--- src/rtl/prog_sequence_detector.sv ---
// Serial-bit pattern detector with a bank of runtime-programmable patterns.
//
// A bank of NUM_PAT slots, each PAT_LEN bits wide, is written through the
// pat_wr port. lookfor_seq picks the slot that incoming bits are compared
// against. Bit PAT_LEN-1 of a pattern is the first bit received. Each match
// gives a one-cycle seq_detected pulse and increments a saturating counter.
//
// Ports:
//   clk          rising-edge clock
//   reset        synchronous, active-high reset
//   input_seq    serial data bit, consumed only when in_valid is high
//   in_valid     qualifies input_seq
//   lookfor_seq  active pattern slot select
//   overlap_en   1: overlapping matches are counted, 0: non-overlapping
//   pat_wr       pattern bank write strobe
//   pat_wr_sel   slot being written
//   pat_wr_data  pattern value, MSB first
//   seq_detected registered one-cycle match pulse
//   dseq_count   matches since the last clear, saturating
//   count_sat    high while dseq_count is all ones
module prog_sequence_detector #(
    parameter int unsigned PAT_LEN = 5,
    parameter int unsigned NUM_PAT = 4,
    parameter int unsigned CNT_W   = 16,
    localparam int unsigned SEL_W  = $clog2(NUM_PAT)
) (
    input  logic               clk,
    input  logic               reset,
    input  logic               input_seq,
    input  logic               in_valid,
    input  logic [SEL_W-1:0]   lookfor_seq,
    input  logic               overlap_en,
    input  logic               pat_wr,
    input  logic [SEL_W-1:0]   pat_wr_sel,
    input  logic [PAT_LEN-1:0] pat_wr_data,
    output logic               seq_detected,
    output logic [CNT_W-1:0]   dseq_count,
    output logic               count_sat
);

    localparam int unsigned FILL_W = $clog2(PAT_LEN + 1);
    localparam logic [FILL_W-1:0] FillFull = FILL_W'(PAT_LEN);
    localparam logic [FILL_W-1:0] FillLast = FILL_W'(PAT_LEN - 1);

    logic [PAT_LEN-1:0] slot_q [NUM_PAT];
    logic [NUM_PAT-1:0] slot_valid_q;
    logic [PAT_LEN-1:0] hist_q, hist_d;
    logic [PAT_LEN-1:0] nxt;
    logic [FILL_W-1:0]  fill_q, fill_d;
    logic [SEL_W-1:0]   sel_q;
    logic               det_q, det_d;
    logic [CNT_W-1:0]   cnt_q, cnt_d;
    logic               sat_q, sat_d;
    logic               clear;
    logic               match;

    always_comb begin
        // A slot change or a rewrite of the active slot restarts detection.
        clear = (lookfor_seq != sel_q) || (pat_wr && (pat_wr_sel == lookfor_seq));
        nxt   = {hist_q[PAT_LEN-2:0], input_seq};
        // fill counts bits received since the last restart; a match needs the
        // whole window to consist of such bits, including the current one.
        match = in_valid && !clear && slot_valid_q[lookfor_seq] &&
                (fill_q >= FillLast) && (nxt == slot_q[lookfor_seq]);

        hist_d = hist_q;
        fill_d = fill_q;
        cnt_d  = cnt_q;
        det_d  = 1'b0;

        if (clear) begin
            fill_d = '0;
            cnt_d  = '0;
        end else if (in_valid) begin
            hist_d = nxt;
            fill_d = (fill_q == FillFull) ? fill_q : fill_q + 1'b1;
            if (match) begin
                det_d = 1'b1;
                if (cnt_q != '1) begin
                    cnt_d = cnt_q + 1'b1;
                end
                if (!overlap_en) begin
                    fill_d = '0;
                end
            end
        end

        sat_d = &cnt_d;
    end

    always_ff @(posedge clk) begin
        if (reset) begin
            for (int i = 0; i < int'(NUM_PAT); i++) begin
                slot_q[i] <= '0;
            end
            slot_valid_q <= '0;
            hist_q       <= '0;
            fill_q       <= '0;
            sel_q        <= lookfor_seq;
            det_q        <= 1'b0;
            cnt_q        <= '0;
            sat_q        <= 1'b0;
        end else begin
            if (pat_wr) begin
                slot_q[pat_wr_sel]       <= pat_wr_data;
                slot_valid_q[pat_wr_sel] <= 1'b1;
            end
            hist_q <= hist_d;
            fill_q <= fill_d;
            sel_q  <= lookfor_seq;
            det_q  <= det_d;
            cnt_q  <= cnt_d;
            sat_q  <= sat_d;
        end
    end

    assign seq_detected = det_q;
    assign dseq_count   = cnt_q;
    assign count_sat    = sat_q;

endmodule

--- config.mk ---
export PLATFORM = sky130hd
export DESIGN_NAME = prog_sequence_detector
export DESIGN_NICKNAME = d
export VERILOG_FILES = /design/src/rtl/prog_sequence_detector.sv
export SDC_FILE = /design/constraint.sdc
export NUM_CORES = 1
export LEC_CHECK = 0
export BUFFER_PORTS_ARGS = -buffer_cell sky130_fd_sc_hd__buf_2
export CAP_MARGIN = 20
export CORE_UTILIZATION = 60
export DETAILED_ROUTE_END_ITERATION = 10
export HOLD_SLACK_MARGIN = 0.12
export PLACE_DENSITY = 0.83
export REMOVE_ABC_BUFFERS = 1
export SLEW_MARGIN = 15
export SYNTH_ARGS = -nofsm -noshare
export SYNTH_HDL_FRONTEND = slang
export SYNTH_SLANG_ARGS = --single-unit
--- constraint.sdc ---
create_clock -name clk -period 7.3 [get_ports clk]
set_input_delay 0.365 -clock clk [delete_from_list [all_inputs] [get_ports clk]]
set_output_delay 0.365 -clock clk [all_outputs]
set_load 0.02 [all_outputs]
==> results.rst <==
.. list-table::
   :header-rows: 1

   * - Metric
     - Value
   * - Via-to-Cell Ratio
     - 5.85
   * - Global-route wire length before repair
     - 8.08 mm
   * - Post-route non-filler standard cell count
     - 327
   * - Worst Hold Launch
     - lookfor_seq[1]
   * - Relative area change from synthesis to final layout
     - 10.2%
   * - Register clock-pin slew on the reported worst setup and hold paths
     - 0.09 ns
   * - Post-CTS setup repair buffer count
     - 0
   * - Cell depth of the worst min-delay path
     - 1
   * - Category of the worst setup path capture point
     - flop
   * - Share of final-layout standard cells stronger than drive strength 1
     - 20.9%
   * - Core Box Area
     - 4090 um^2
   * - Number of cells on the worst reg-to-reg path
     - 6
   * - Sink Count
     - 51
   * - Placer Congestion
     - 0.872
   * - Post-CTS Resized
     - 0
   * - Leakage power total
     - 1.04 nW
   * - Combined global-route utilization of all metal layers
     - 24.2%
   * - Number of buffers on the longest clock path
     - 2
   * - Count of H-tree levels built during CTS
     - 2
   * - Mapped cell area
     - 2590 um^2
   * - WS Path Type
     - reg2reg
   * - Sequential cell area fraction in the yosys report
     - 47.1%
   * - Peak supply drop
     - 0.000146 V
   * - Horizontal die dimension
     - 67.7 um
   * - Vias
     - 1912
   * - Layout Skew
     - 0.00733 ns
   * - Num ports
     - 33
   * - Total power per unit cell area
     - 180 nW/um^2
   * - Capture point of the worst reg-to-reg path
     - count_sat
   * - Number of global-route vias before repair
     - 1816
   * - Initial antenna violation count
     - 0
   * - Critical path arrival
     - 3.28 ns
   * - Starting density of the core
     - 63.4%
   * - Worst hold path class
     - in2reg
   * - Worst Hold End
     - sel_q[1]
   * - Time the final worst path needs with I/O delays and setup
     - 3.06 ns
   * - CP Data Required Time
     - 7.52 ns
   * - Detailed router's first-iteration violation count
     - 207
   * - DPL Wire Length
     - 3.67 mm
   * - FP Rows
     - 23
   * - Maximum clock frequency
     - 0.327 GHz
   * - Unrepaired setup endpoints after global routing
     - no
   * - Actual transition at the worst max-transition pin
     - 0.973 ns
   * - Port Buffers
     - 32
   * - Overall die area
     - 4590 um^2
   * - Final worst path period share
     - 41.9%
   * - Average cell area after synthesis
     - 10.7 um^2
   * - Total Negative Setup Slacks
     - 0 ns
   * - Setup slack of the worst register-to-register path
     - 4.24 ns
   * - Status
     - finished, final reports clean
   * - Total congestion overflow after global routing
     - 0
   * - Crit Path Max Fanout
     - 18
   * - Synth Flop Type
     - sky130_fd_sc_hd__dfxtp_1
   * - Area of the multi-input gates
     - 1310 um^2
   * - Layout Nets
     - 294
   * - Number of synthesized register bits
     - 51
   * - Cell variety after synth
     - 52
   * - Clock latency on the worst-skew pair
     - 0.30 ns
   * - Fill cell total of the finished layout
     - 304
   * - Launch instance of the worst register-to-register path
     - sel_q[0]
   * - Number of buffers inserted during clock tree synthesis
     - 5
   * - Post-synthesis cell count
     - 243
   * - Root Buffer
     - sky130_fd_sc_hd__clkbuf_8
   * - Number of max-cap violations
     - 0
   * - Inst Count DP
     - 319
   * - Area taken by flip-flops and latches
     - 1220 um^2
   * - Max-slew violation total from the final report
     - 0
   * - CTS tree
     - built
   * - Number of flops mapped to enable cells by yosys
     - 20
   * - Synthesis warning total
     - 0
   * - Average wire length per cell after detail routing
     - 14.9 um
   * - Share of synthesized flip-flops with an asynchronous set or reset
     - 0%
   * - Detail Route Antenna Nets
     - 0
   * - Drt pass-1 iters
     - 4
   * - Slew HR
     - 34.7%
   * - Fin. Hold Viols
     - 0
   * - Drt drc
     - 0
   * - Nature of the critical path startpoint
     - flop
   * - Setup violators final
     - 0
   * - Height of the chip
     - 67.7 um
   * - Antenna cells
     - 0
   * - Post-Route WL
     - 4.86 mm
   * - Largest net degree at the start of global routing
     - 19
   * - Post-cts hold buffer count
     - 0
-- cell usage after synthesis (2+ instances only) --
| cell | count | area (um^2) |
|---|---|---|
| sky130_fd_sc_hd__xnor2_4 | 2 | 55.1 |
| sky130_fd_sc_hd__nor2_1 | 23 | 86.3 |
| sky130_fd_sc_hd__o41ai_1 | 2 | 17.5 |
| sky130_fd_sc_hd__or3b_2 | 2 | 17.5 |
| sky130_fd_sc_hd__mux4_2 | 5 | 113 |
| sky130_fd_sc_hd__nand3_1 | 15 | 75.1 |
| sky130_fd_sc_hd__xnor2_2 | 2 | 32.5 |
| sky130_fd_sc_hd__edfxtp_1 | 20 | 601 |
| sky130_fd_sc_hd__xnor2_1 | 9 | 78.8 |
| sky130_fd_sc_hd__a21oi_1 | 10 | 50.1 |
| sky130_fd_sc_hd__nor3_1 | 5 | 25.0 |
| sky130_fd_sc_hd__nand2_1 | 15 | 56.3 |
| sky130_fd_sc_hd__a21o_1 | 3 | 22.5 |
| sky130_fd_sc_hd__nor4_2 | 2 | 25.0 |
| sky130_fd_sc_hd__or2_2 | 4 | 25.0 |
| sky130_fd_sc_hd__nand4_1 | 8 | 50.1 |
| sky130_fd_sc_hd__and3_1 | 6 | 37.5 |
| sky130_fd_sc_hd__mux2i_1 | 2 | 20.0 |
| sky130_fd_sc_hd__clkbuf_1 | 3 | 11.3 |
| sky130_fd_sc_hd__nor3b_1 | 2 | 15.0 |
| sky130_fd_sc_hd__xor2_1 | 8 | 70.1 |
| sky130_fd_sc_hd__buf_6 | 2 | 22.5 |
| sky130_fd_sc_hd__ha_1 | 3 | 37.5 |
| sky130_fd_sc_hd__inv_1 | 7 | 26.3 |
| sky130_fd_sc_hd__dfxtp_1 | 31 | 621 |
| sky130_fd_sc_hd__nor2b_1 | 2 | 12.5 |
| sky130_fd_sc_hd__or4b_1 | 2 | 20.0 |
| sky130_fd_sc_hd__and2_1 | 22 | 138 |
| sky130_fd_sc_hd__or3_1 | 3 | 18.8 |
-- cell type report --
cell class | count | area share (%)
multi-input cells | 179 | 45.7
flip-flops and latches | 51 | 42.8
repair buffers | 32 | 5.61
clock buffers | 6 | 2.54
well taps | 50 | 2.19
inverters | 7 | 0.920
clock inverters | 2 | 0.307
-- metal layers --
layer | part of all wire, % | global-route usage (%) | up-vias
li1 | - | - | 952
met1 | 44 | 28.4 | 903
met2 | 50 | 41.7 | 47
met3 | 3.5 | 5.74 | 10
met4 | 1.9 | 10.4 | 0
met5 | 0 | 0 | -
-- kinds of logic (layout without fill, tap and decap cells) --
logic type / count (synthesis) / in the layout / share of synthesized area, %
buffers and inverters: 13 / 47 / 2.51
adder cells (fa/ha/maj): 3 / 3 / 1.45
XOR/XNOR: 21 / 21 / 9.13
AND/OR/NAND/NOR: 118 / 118 / 26.0
flip-flops: 51 / 51 / 47.1
multiplexers: 8 / 8 / 6.13
AO/OA/AOI/OAI: 29 / 29 / 7.68
-- power by group --
group          leakage, nW  total [mW]  switching, mW  internal [mW]
Sequential           0.445       0.311        0.00402          0.307
Combinational        0.550      0.0498         0.0271         0.0227
Clock               0.0426       0.155         0.0887         0.0661
Total                 1.04       0.515          0.120          0.395
-- registers in the layout, summed over array words and instances (netlist names) --
register	cells
slot_valid_q	4
fill_q	3
slot_q	20
hist_q	4
count_sat	1
sel_q	2
dseq_count	16
seq_detected	1
-- stage by stage --
stage | utilization (%) | worst slack, ns | cell area [um^2] | hold slack (ns) | total power [mW]
4_1_cts | 69.9 | 4.23 | 2860 | 0.290 | 0.519
6_report | 69.9 | 4.24 | 2860 | 0.300 | 0.515
2_1_floorplan | - | 4.52 | 2550 | 0.393 | 0.351
3_3_place_gp | 67.9 | 3.95 | 2780 | 0.431 | 0.366
3_5_place_dp | 67.9 | 3.93 | 2780 | 0.437 | 0.367
5_1_grt | 69.9 | 4.04 | 2860 | 0.286 | 0.535
-- how the worst max path moves through the flow --
stage / startpoint / to / slack (ns) / cells after the start
2_1_floorplan: lookfor_seq[0] / count_sat / 4.52 / 7
3_3_place_gp: lookfor_seq[1] / count_sat / 3.95 / 7
3_5_place_dp: lookfor_seq[1] / count_sat / 3.93 / 7
4_1_cts: sel_q[0] / count_sat / 4.23 / 6
5_1_grt: sel_q[0] / count_sat / 4.04 / 6
6_report: sel_q[0] / count_sat / 4.24 / 6
-- cell usage in the layout, fill, tap and decap left out, types with 3 or more instances in the layout --
| cell | instances |
|---|---|
| sky130_fd_sc_hd__a21o_1 | 3 |
| sky130_fd_sc_hd__a21oi_1 | 10 |
| sky130_fd_sc_hd__and2_1 | 22 |
| sky130_fd_sc_hd__and3_1 | 6 |
| sky130_fd_sc_hd__buf_2 | 32 |
| sky130_fd_sc_hd__clkbuf_8 | 5 |
| sky130_fd_sc_hd__dfxtp_1 | 31 |
| sky130_fd_sc_hd__edfxtp_1 | 20 |
| sky130_fd_sc_hd__ha_1 | 3 |
| sky130_fd_sc_hd__inv_1 | 7 |
| sky130_fd_sc_hd__mux4_2 | 5 |
| sky130_fd_sc_hd__nand2_1 | 15 |
| sky130_fd_sc_hd__nand3_1 | 15 |
| sky130_fd_sc_hd__nand4_1 | 8 |
| sky130_fd_sc_hd__nor2_1 | 23 |
| sky130_fd_sc_hd__nor3_1 | 5 |
| sky130_fd_sc_hd__or2_2 | 4 |
| sky130_fd_sc_hd__or3_1 | 3 |
| sky130_fd_sc_hd__xnor2_1 | 9 |
| sky130_fd_sc_hd__xor2_1 | 8 |
-- worst max-delay path, stage by stage (launching register included) --
cell                       delay [ns]
sky130_fd_sc_hd__dfxtp_1         0.33
sky130_fd_sc_hd__xnor2_1         0.14
sky130_fd_sc_hd__a311oi_1        0.82
sky130_fd_sc_hd__nand2_1         0.63
sky130_fd_sc_hd__a221oi_1        0.45
sky130_fd_sc_hd__or4b_1          0.48
sky130_fd_sc_hd__nor4_2          0.13
(Power assumes the default switching activity.)
